File: src/rtl/alu_pkg.sv
// Shared definitions for the multicycle ALU.
//   - opcode encodings for ALUOP
//   - FSM state enum (IDLE / EXEC / DONE)
//   - helper to classify opcodes that iterate in EXEC
package alu_pkg;

    localparam logic [2:0] OP_FWD = 3'b000;  // result = B
    localparam logic [2:0] OP_ADD = 3'b001;  // A + B
    localparam logic [2:0] OP_AND = 3'b010;  // A & B
    localparam logic [2:0] OP_OR  = 3'b011;  // A | B
    localparam logic [2:0] OP_SUB = 3'b100;  // A - B
    localparam logic [2:0] OP_MUL = 3'b101;  // low WIDTH bits of A * B
    localparam logic [2:0] OP_SLL = 3'b110;  // A << amt, zero fill
    localparam logic [2:0] OP_SRA = 3'b111;  // A >>> amt, sign fill

    typedef enum logic [1:0] {
        IDLE = 2'd0,
        EXEC = 2'd1,
        DONE = 2'd2
    } state_t;

    // Opcodes whose EXEC phase spans more than one cycle in general.
    function automatic logic is_iterative(input logic [2:0] op);
        return (op == OP_MUL) || (op == OP_SLL) || (op == OP_SRA);
    endfunction

endpackage

File: src/rtl/alu_comb.sv
// Single-cycle ALU operations (FORWARD, ADD, AND, OR, SUB).
// Ports:
//   a, b      in  WIDTH  signed operands
//   op        in  3      opcode (alu_pkg encodings)
//   result    out WIDTH  wrap-around result; 0 for opcodes not handled here
//   overflow  out 1      signed overflow of ADD/SUB; 0 otherwise
module alu_comb
    import alu_pkg::*;
#(
    parameter int WIDTH = 8
) (
    input  logic [WIDTH-1:0] a,
    input  logic [WIDTH-1:0] b,
    input  logic [2:0]       op,
    output logic [WIDTH-1:0] result,
    output logic             overflow
);

    logic [WIDTH-1:0] sum;
    logic [WIDTH-1:0] diff;

    always_comb begin
        sum      = a + b;
        diff     = a - b;
        result   = '0;
        overflow = 1'b0;
        case (op)
            OP_FWD: result = b;
            OP_ADD: begin
                result   = sum;
                // Like-signed operands producing an opposite-signed sum.
                overflow = (a[WIDTH-1] == b[WIDTH-1]) && (sum[WIDTH-1] != a[WIDTH-1]);
            end
            OP_AND: result = a & b;
            OP_OR:  result = a | b;
            OP_SUB: begin
                result   = diff;
                // Unlike-signed operands where the difference flips sign from A.
                overflow = (a[WIDTH-1] != b[WIDTH-1]) && (diff[WIDTH-1] != a[WIDTH-1]);
            end
            default: begin
                result   = '0;
                overflow = 1'b0;
            end
        endcase
    end

endmodule

File: src/rtl/alu_multicycle.sv
// Multicycle ALU with valid/ready handshakes on both sides.
// Single-cycle ops go through alu_comb; MUL (shift-add, one bit per cycle)
// and SLL/SRA (one bit position per cycle) iterate here.
// Ports:
//   CLK        in   1      clock, rising edge
//   RESET_N    in   1      asynchronous active-low reset
//   IN_VALID   in   1      request valid
//   IN_READY   out  1      high in IDLE only
//   OPERAND1   in   WIDTH  operand A
//   OPERAND2   in   WIDTH  operand B / shift amount in [SHAMT_W-1:0]
//   ALUOP      in   3      opcode
//   OUT_VALID  out  1      high in DONE only
//   OUT_READY  in   1      consumer accepts result
//   ALURESULT  out  WIDTH  result, held between operations
//   ZERO       out  1      ALURESULT == 0
//   OVERFLOW   out  1      signed overflow of ADD/SUB
module alu_multicycle
    import alu_pkg::*;
#(
    parameter int WIDTH   = 8,
    parameter int SHAMT_W = $clog2(WIDTH)
) (
    input  logic             CLK,
    input  logic             RESET_N,
    input  logic             IN_VALID,
    output logic             IN_READY,
    input  logic [WIDTH-1:0] OPERAND1,
    input  logic [WIDTH-1:0] OPERAND2,
    input  logic [2:0]       ALUOP,
    output logic             OUT_VALID,
    input  logic             OUT_READY,
    output logic [WIDTH-1:0] ALURESULT,
    output logic             ZERO,
    output logic             OVERFLOW
);

    localparam int CNT_W = $clog2(WIDTH + 1);

    state_t state;
    state_t next_state;

    logic             accept;
    logic             last;

    logic [WIDTH-1:0] a_reg;
    logic [WIDTH-1:0] b_reg;
    logic [2:0]       op_reg;
    logic [WIDTH-1:0] acc;      // MUL partial product
    logic [WIDTH-1:0] work;     // MUL shifted multiplicand / shift operand
    logic [WIDTH-1:0] mplier;   // MUL multiplier, consumed LSB first
    logic [CNT_W-1:0] cnt;      // EXEC cycles remaining

    logic [WIDTH-1:0] result_q;
    logic             zero_q;
    logic             ovf_q;

    logic [SHAMT_W-1:0] amt_in;
    logic [CNT_W-1:0]   cnt_load;
    logic               amt_zero;
    logic [WIDTH-1:0]   acc_next;
    logic [WIDTH-1:0]   work_next;
    logic [WIDTH-1:0]   res_final;

    logic [WIDTH-1:0] comb_result;
    logic             comb_overflow;

    alu_comb #(
        .WIDTH(WIDTH)
    ) u_comb (
        .a        (a_reg),
        .b        (b_reg),
        .op       (op_reg),
        .result   (comb_result),
        .overflow (comb_overflow)
    );

    // ---------------- FSM ----------------
    always_ff @(posedge CLK or negedge RESET_N) begin
        if (!RESET_N) begin
            state <= IDLE;
        end else begin
            state <= next_state;
        end
    end

    always_comb begin
        next_state = state;
        IN_READY   = 1'b0;
        OUT_VALID  = 1'b0;
        accept     = 1'b0;
        case (state)
            IDLE: begin
                IN_READY = 1'b1;
                if (IN_VALID) begin
                    accept     = 1'b1;
                    next_state = EXEC;
                end
            end
            EXEC: begin
                if (last) begin
                    next_state = DONE;
                end
            end
            DONE: begin
                OUT_VALID = 1'b1;
                // Return to IDLE only; IN_READY is low here so a request
                // cannot be taken on the handshake edge.
                if (OUT_READY) begin
                    next_state = IDLE;
                end
            end
            default: next_state = IDLE;
        endcase
    end

    // ---------------- EXEC length at accept ----------------
    always_comb begin
        amt_in   = OPERAND2[SHAMT_W-1:0];
        cnt_load = CNT_W'(1);
        if (ALUOP == OP_MUL) begin
            cnt_load = CNT_W'(WIDTH);
        end else if (is_iterative(ALUOP) && (amt_in != '0)) begin
            cnt_load = CNT_W'(amt_in);
        end
    end

    assign last = (cnt == CNT_W'(1));

    // ---------------- iteration step ----------------
    always_comb begin
        amt_zero  = (b_reg[SHAMT_W-1:0] == '0);
        acc_next  = mplier[0] ? (acc + work) : acc;
        work_next = work;
        case (op_reg)
            OP_MUL: work_next = work << 1;
            OP_SLL: if (!amt_zero) work_next = work << 1;
            OP_SRA: if (!amt_zero) work_next = {work[WIDTH-1], work[WIDTH-1:1]};
            default: work_next = work;
        endcase

        case (op_reg)
            OP_MUL:         res_final = acc_next;
            OP_SLL, OP_SRA: res_final = work_next;
            default:        res_final = comb_result;
        endcase
    end

    // ---------------- datapath registers ----------------
    always_ff @(posedge CLK or negedge RESET_N) begin
        if (!RESET_N) begin
            a_reg    <= '0;
            b_reg    <= '0;
            op_reg   <= '0;
            acc      <= '0;
            work     <= '0;
            mplier   <= '0;
            cnt      <= '0;
            result_q <= '0;
            zero_q   <= 1'b0;
            ovf_q    <= 1'b0;
        end else if (accept) begin
            a_reg  <= OPERAND1;
            b_reg  <= OPERAND2;
            op_reg <= ALUOP;
            acc    <= '0;
            work   <= OPERAND1;
            mplier <= OPERAND2;
            cnt    <= cnt_load;
        end else if (state == EXEC) begin
            acc    <= acc_next;
            work   <= work_next;
            mplier <= mplier >> 1;
            cnt    <= cnt - CNT_W'(1);
            if (last) begin
                result_q <= res_final;
                zero_q   <= (res_final == '0);
                // alu_comb reports 0 for MUL and the shifts.
                ovf_q    <= comb_overflow;
            end
        end
    end

    assign ALURESULT = result_q;
    assign ZERO      = zero_q;
    assign OVERFLOW  = ovf_q;

endmodule

File: config.mk
export PLATFORM = sky130hd
export DESIGN_NAME = alu_multicycle
export DESIGN_NICKNAME = d
export VERILOG_FILES = /design/src/rtl/alu_pkg.sv /design/src/rtl/alu_comb.sv /design/src/rtl/alu_multicycle.sv
export SDC_FILE = /design/constraint.sdc
export NUM_CORES = 1
export LEC_CHECK = 0
export ABC_AREA = 1
export CAP_MARGIN = 25
export CORE_ASPECT_RATIO = 1.5
export CORE_MARGIN = 2
export CORE_UTILIZATION = 64
export DETAILED_ROUTE_END_ITERATION = 16
export MAX_ROUTING_LAYER = met4
export PLACE_DENSITY = 0.93
export SYNTH_ARGS = -nofsm -noshare
export SYNTH_HDL_FRONTEND = slang
export SYNTH_HIERARCHICAL = 1
export SYNTH_SLANG_ARGS = --single-unit
File: constraint.sdc
create_clock -name CLK -period 5.65 [get_ports CLK]
set_input_delay 0.565 -clock CLK [delete_from_list [all_inputs] [get_ports CLK]]
set_output_delay 0.565 -clock CLK [all_outputs]
set_load 0.03 [all_outputs]
; After elaboration in Yosys (flattened, before gate mapping)
; Cells that the tools add are included.
[word_totals]
word_cells = 77
ff_bits = 59
input_bits = 23
[classes]
muxes = 25
addsub = 4
reduce_logical = 14
n_bitwise = 3
n_eq_ne = 20
[op_table]
columns = operator, count
row1 = 8-bit 2-to-1 mux, 8
row2 = 8-bit case mux with 5 select lines, 1
row3 = 8-bit case mux with 3 select lines, 1
row4 = 3-bit equality test (second input constant), 7
row5 = 8-bit adder, 2
row6 = 8-bit case mux with 2 select lines, 1
row7 = 4-bit 2-to-1 mux, 3
row8 = 8-bit AND, 1
row9 = 8-bit zero test, 1
row10 = 8-bit OR, 1
row11 = 8-bit subtractor, 1
row12 = 7-bit 2-to-1 mux, 1
row13 = 3-bit by 2-bit equality test with 1-bit output (second input constant), 2
row14 = 3-bit zero test, 2
row15 = 2-bit 2-to-1 mux, 3
row16 = 2-bit inequality test (second input constant), 3
row17 = 2-bit case mux with 3 select lines, 1
row18 = 3-bit AND reduction, 2
row19 = 4-bit by 1-bit equality test with 1-bit output (second input constant), 1
row20 = 1-bit 2-to-1 mux, 4
row21 = 4-bit by 1-bit subtractor with 4-bit output (second input constant), 1
row22 = 3-bit by 1-bit equality test with 1-bit output (second input constant), 1
row23 = 1-bit logical AND, 3
row24 = 3-bit 2-to-1 mux, 1
row25 = other kinds (11), 14

; Depth between registers and ports, before layout
; Gate-level depths: netlist of the first run.
[depth]
ltp_word = 7
depth_mapped = 15
ltp_nobuf = 15

; Cells and area by module
; Netlist of the first run, hierarchy kept.
[by_module_without_submodules]
columns = mod, area_per_inst_um2, cells_each, n_inst, seq_area_each_um2
row1 = alu_multicycle, 3417.0, 446, 1, 1476.4
row2 = alu_comb, 1141.1, 203, 1, 0.0

; Least setup slack after synthesis of the first run
; No wires, ideal clock.
[synth_path]
path_kind = register to register
from = register b_reg[0]
to = register zero_q (netlist: ZERO)
arrival_time_ns = 2.047
stages_incl_launch_ff = 14
path_slack_ns = 3.537
period_less_slack_ns = 2.113
setup_time_ns = 0.065
cell_sequence = dfrtp_1 > ha_1 > inv_1 > fa_1 > nor2_2 > a21oi_1 > or2_2 > nand3_1 > nand3_1 > a21oi_1 > nand3_1 > nor2_1 > nand3_1 > nand2_1
[synth_rtl]
columns = item, line_no
row1 = from (decl), alu_multicycle.sv:46  ; logic [WIDTH-1:0] b_reg;
row2 = from (signal assigned), alu_multicycle.sv:152  ; b_reg <= '0;
row3 = from (signal assigned), alu_multicycle.sv:163  ; b_reg <= OPERAND2;
row4 = 8-bit subtractor or 8-bit adder (tied branches), "alu_comb.sv:24, alu_comb.sv:23"
row5 = 8-bit case mux with 5 select lines *, alu_comb.sv:27  ; case (op)
row6 = via comb_result[4], alu_multicycle.sv:64  ; logic [WIDTH-1:0] comb_result;
row7 = 8-bit case mux with 2 select lines *, alu_multicycle.sv:141  ; case (op_reg)
row8 = 8-bit zero test *, alu_multicycle.sv:176  ; zero_q <= (res_final == '0);
row9 = to (signal assigned), alu_multicycle.sv:176
row10 = to (decl), alu_multicycle.sv:54  ; logic zero_q;
; The timed path passes the listed nets; every way through them passes the cells marked *.
; A chain may end at the register's enable or synchronous reset.

; Final worst setup path of the first run
; Ends and elaborated chain as after synthesis.

==> results.cfg, run 1 <==
[clock_network]
cts_buffer_depth = 2
cts_resized = 0
cts_tree = done
clock-root-buffer = clkbuf_8
cts_setup_buffers = 0
htree_levels = 3
clk_latency_ns = 0.35
ctsHoldBuffers = 0
clk_pin_slew_worst_paths_ns = 0.07
clock_sinks = 59
cts_buffers = 9

[floorplan]
rows = 37
start_util = 0.661
ioPinCount = 35
design.core.area_um2 = 6900
die_h_um = 107
die_area_um2 = 7830
die_x_um = 72.9

[power_and_ir_drop]
p_leak_uw = 0.00263
finalPower_uw = 3500
power_density_nw_per_um2 = 680
ir_drop_uv = 397

[worst_setup_path]
crit_top_cell = nand3_1
cp_slowest_cell = dfrtp_1
critPathCaptureType = flop
crit_buf_inv = 1
crit_type = reg -> reg
path_cells = ha_1, inv_1, fa_1, nor2_2, a21oi_1, or2_2, nand3_1, nand3_1, a21oi_1, nand3_1, nor2_1, nand3_1, nand2_1
crit_path_max_incr_delay_ns = 0.42
worstPathRequired_ns = 5.95
start_kind = flop
cp_top_family = simple AND/OR/NAND/NOR gates
crit_fanout = 5
arrival_ns = 2.62

[place]
place_congestion = 1.02
numPortBuffers = 34
dp_hpwl_um = 9920
dp_slack_ns = 3.23

[sta]
timing.slew.headroom = 0.500
layout_setup_ws_ns = 3.33
tightest_slew_ns = 0.750
period_minus_slack_ns = 2.32
drv_slew = 0
rsz0062_at_grt = false
setup_tns_ns = 0
hold_violations = 0
timing.clock.skew_ns = 0.00662
fmax_ghz = 0.431
setup_viol = 0
post-route-period-util = 0.411

[layout]
nets = 739
ff_latch_area_um2 = 1480
fillers = 579
area_growth_pct = 12.7
multi_input_area_um2 = 2620
layout-drive-gt1-share = 0.0860
antenna_cells = 0

[logic_synthesis]
syn_avg_cell_area_um2 = 7.02
async_reset_ff_frac = 1.00
yosys.area.top_type = dfrtp_1
synth_warnings = 6
syn_inst = 649
synth_commonest_cells = nand2_1 (182), inv_1 (89), dfrtp_1 (59), nand3_1 (55), o21ai_0 (43)
synth_area_um2 = 4560
synth_top_area_frac = 0.324
ys.flop_type = dfrtp_1
synth.most_common_cell = nand2_1
synth_edf_count = 0
yosysSeqAreaShare = 0.324
syn-num-nets = 707
ys_types = 43
ys_ff_latch = 59
synthTopCellsByArea = dfrtp_1 (32%), nand2_1 (15%), ha_1 (8.8%)

[routing]
dr.pass1.iters = 5
vias = 4537
avgRoutedWirePerCell_um = 16.6
remaining_drc_errors = 0
finalWirelength_um = 12700
ant_nets = 0
wl_met3_um = 749
wl_met2_um = 6340
drt_iter0_drc = 241
top_layer = met4
vias_per_cell = 5.94
drt-met1-wl_um = 4690

[global_route]
grt_max_degree = 60
grt_use_total = 0.358
antenna_found_initial = 0
grt_pass1_vias = 4383
grt_pass1_wl_um = 20500
grt-ovfl-total = 0

[hold_path]
worstHoldPathType = in -> async

[run]
cap_violations = 0

[run_status]
outcome = finished, final reports clean
-- cells by family after synthesis --
family | Yosys count | synth area share
adder cells (fa/ha/maj) | 35 | 0.101
buffers and inverters | 115 | 0.102
AND/OR/NAND/NOR | 313 | 0.312
XOR/XNOR | 3 | 0.00577
flip-flops | 59 | 0.324
AO/OA/AOI/OAI | 124 | 0.156
-- routing by layer --
layer / GRT usage / vias to the layer above
met5: - / -
li1: - / 2169
met3: 0.0758 / 58
met4: 0.238 / 0
met2: 0.588 / 176
met1: 0.380 / 2134
-- stage by stage --
| stage | instances | util | instance area (µm²) | hold slack [ns] |
|---|---|---|---|---|
| floorplan | 649 | - | 4560 | 0.269 |
| global placement | 748 | 0.713 | 4920 | 0.465 |
| detailed placement | 748 | 0.713 | 4920 | 0.474 |
| CTS | 764 | 0.745 | 5140 | 0.381 |
| global route | 764 | 0.745 | 5140 | 0.425 |
| finish | 764 | 0.745 | 5140 | 0.354 |
-- layout make-up --
cell class              instances  share of cell area
clock buffers                  12              0.0282
flip-flops and latches         59               0.287
multi-input cells             475               0.509
repair buffers                 35              0.0667
well taps                      78              0.0190
inverters                     101              0.0752
clock inverters                 4              0.0144
-- worst paths after layout --
check                      endpoint  slack [ns]  depth (start not counted)      from
min in group CLK           OVERFLOW        0.49                          2  OVERFLOW
max reg2reg                    ZERO        3.33                         13  b_reg[0]
max                            ZERO        3.33                         13  b_reg[0]
max in group asynchronous    acc[4]        4.80                          2   RESET_N
min reg2reg                OVERFLOW        0.49                          2  OVERFLOW
min                          cnt[1]        0.35                          2   RESET_N
-- layout by cell type (no fill, tap or decap), drive strengths merged, types with 5 or more instances in the layout --
cell,instances
clkdlybuf4s50,33
nor2,50
nand4,6
nand2,189
a21oi,33
clkbuf,12
o21ai,65
nand3,59
ha,32
o22ai,8
inv,101
a31oi,5
dfrtp,59
-- worst reg2reg max path, delay by kind of cell (launching register included) --
family                   cells  cell delay [ns]
adder cells (fa/ha/maj)      2             0.61
flip-flops                   1             0.42
buffers and inverters        1             0.07
AO/OA/AOI/OAI                2             0.27
AND/OR/NAND/NOR              8             0.91
-- power by group --
group	total (µW)	leakage [µW]	internal, µW	switching [µW]
clock network	436	0.000111	261	176
logic	2210	0.00179	745	1460
registers	855	0.000733	626	229
(Power assumes the default switching activity.)
==> inputs of run 2 (changes only) <==
--- a/config.mk
+++ b/config.mk
@@ -9,10 +9,10 @@
 export CAP_MARGIN = 25
 export CORE_ASPECT_RATIO = 1.5
 export CORE_MARGIN = 2
-export CORE_UTILIZATION = 64
+export CORE_UTILIZATION = 60
 export DETAILED_ROUTE_END_ITERATION = 16
 export MAX_ROUTING_LAYER = met4
-export PLACE_DENSITY = 0.93
+export PLACE_DENSITY = 0.89
 export SYNTH_ARGS = -nofsm -noshare
 export SYNTH_HDL_FRONTEND = slang
 export SYNTH_HIERARCHICAL = 1
==> constraint.sdc (replaced) <==
create_clock -name CLK -period 2.4 [get_ports CLK]
set_input_delay 0.24 -clock CLK [delete_from_list [all_inputs] [get_ports CLK]]
set_output_delay 0.24 -clock CLK [all_outputs]
set_load 0.03 [all_outputs]
==> run 2 against run 1 <==
Compared with the run above: worst setup slack worse by 3.2 ns; combinational power grew to 2.6 times the previous value; clock skew barely moved.
==> results.cfg, run 2 (synthesized netlist as in run 1, its figures left out) <==
[floorplan]
die_x_um = 75.2
rows = 38
start_util = 0.623
die_area_um2 = 8320
design.core.area_um2 = 7320
ioPinCount = 35
die_h_um = 111

[clock_network]
clk_latency_ns = 0.35
cts_tree = done
clk_pin_slew_worst_paths_ns = 0.07
clock_sinks = 59
htree_levels = 3
cts_buffer_depth = 2
clock-root-buffer = clkbuf_8
cts_buffers = 9

[global_route]
grt_max_degree = 36
antenna_found_initial = 0
grt-ovfl-total = 0
grt_use_total = 0.365
grt_pass1_wl_um = 22600
grt_pass1_vias = 4667

[routing]
remaining_drc_errors = 0
vias = 4550
vias_per_cell = 5.68
avgRoutedWirePerCell_um = 17.1
drt_iter0_drc = 313
finalWirelength_um = 13700
dr.pass1.iters = 5
ant_nets = 0

[sta]
tightest_slew_ns = 0.706
layout_setup_ws_ns = 0.158
period_minus_slack_ns = 2.24
timing.clock.skew_ns = 0.00697
hold_violations = 0
drv_slew = 0
timing.slew.headroom = 0.529
setup_viol = 0
holdWs_ns = 0.449
fmax_ghz = 0.446
post-route-period-util = 0.934

[worst_setup_path]
path_cells = inv_1, ha_1, inv_2, fa_1, nand3_1, nand4_1, nand3_1, nand3_1, a21oi_2, nand2_1, nor2_1, nand3_1, nand2_1
cp_slowest_cell = fa_1
worstPathRequired_ns = 2.69
arrival_ns = 2.53
start_kind = flop
crit_fanout = 4
crit_top_cell = nand3_1
critPathCaptureType = flop
crit_type = reg -> reg
crit_path_max_incr_delay_ns = 0.45

[layout]
final_area_um2 = 5320
fin_util = 0.727
antenna_cells = 0
layout-drive-gt1-share = 0.130
final_common_cell = nand2_1
area_growth_pct = 16.7
nets = 754
final_cell_mix = nand2_1 (181), inv_1 (86), dfrtp_1 (59)

[power_and_ir_drop]
p_leak_uw = 0.00269
power_density_nw_per_um2 = 1600
ir_drop_uv = 961

[hold_path]
worstHoldPathType = in -> reg

[run_status]
outcome = finished, final reports clean

[run]
cap_violations = 0

[place]
dp_slack_ns = 0.126
placed_area_um2 = 5030
numPortBuffers = 34
dp_hpwl_um = 10500
place_congestion = 0.994
## run 2: changes by cell type in the layout (fill, tap and decap cells not counted), sizes merged
cell and change:
clkinv -1, inv +1, dlygate4sd3 +1, clkinvlp +3, clkbuf -1, buf +14, bufinv -2
## run 2: timing repair
item,4_1_cts,5_1_grt
buffers inserted,0,4
endpoints found under the hold margin,26,0
gates resized for setup,0,21
hold buffers,1,0
endpoints found under the setup margin,0,2
## run 2: final timing paths
kind	from	endpoint	slack [ns]	depth (start not counted)
worst max-delay path	a_reg[0]	ZERO	0.16	13
worst min-delay path	OPERAND2[4]	b_reg[4]	0.45	3
worst max register to register	a_reg[0]	ZERO	0.16	13
worst min register to register	mplier[3]	mplier[3]	0.49	2
max in group asynchronous	RESET_N	work[5]	1.28	3
min in group asynchronous	RESET_N	mplier[2]	0.49	2
## run 2: through the flow
step	cells	power [µW]	TNS, ns
2_1_floorplan	649	5760	0
3_3_place_gp	780	7130	0
3_5_place_dp	780	7290	0
4_1_cts	797	8180	0
5_1_grt	801	9270	-0.0176
6_report	801	8500	0
## run 2: cell type report
type / count / area [µm²]
Fill cell: 624 / 2000
Timing Repair Buffer: 50 / 470
Multi-Input combinational cell: 475 / 2670
Inverter: 101 / 387
Sequential cell: 59 / 1480
Clock buffer: 11 / 151
Tap cell: 100 / 125
Clock inverter: 5 / 36.3
## run 2: report_power, final
| group | switching, µW | internal [µW] |
|---|---|---|
| logic | 3740 | 1980 |
| clock network | 436 | 432 |
| registers | 443 | 1470 |
| total | 4620 | 3880 |
## run 2: routing by layer
layer | vias to the layer above | part of all wire | track usage
met5 | - | 0 | -
met4 | 0 | 0.050 | 0.175
met3 | 54 | 0.045 | 0.0718
met2 | 152 | 0.52 | 0.612
met1 | 2148 | 0.39 | 0.401
li1 | 2196 | - | -
## run 2: critical path, delay by kind of cell, from the launching register on
kind	cells	cell delay, ns
AO/OA/AOI/OAI	1	0.18
AND/OR/NAND/NOR	8	0.84
adder cells (fa/ha/maj)	2	0.61
flip-flops	1	0.41
buffers and inverters	2	0.14
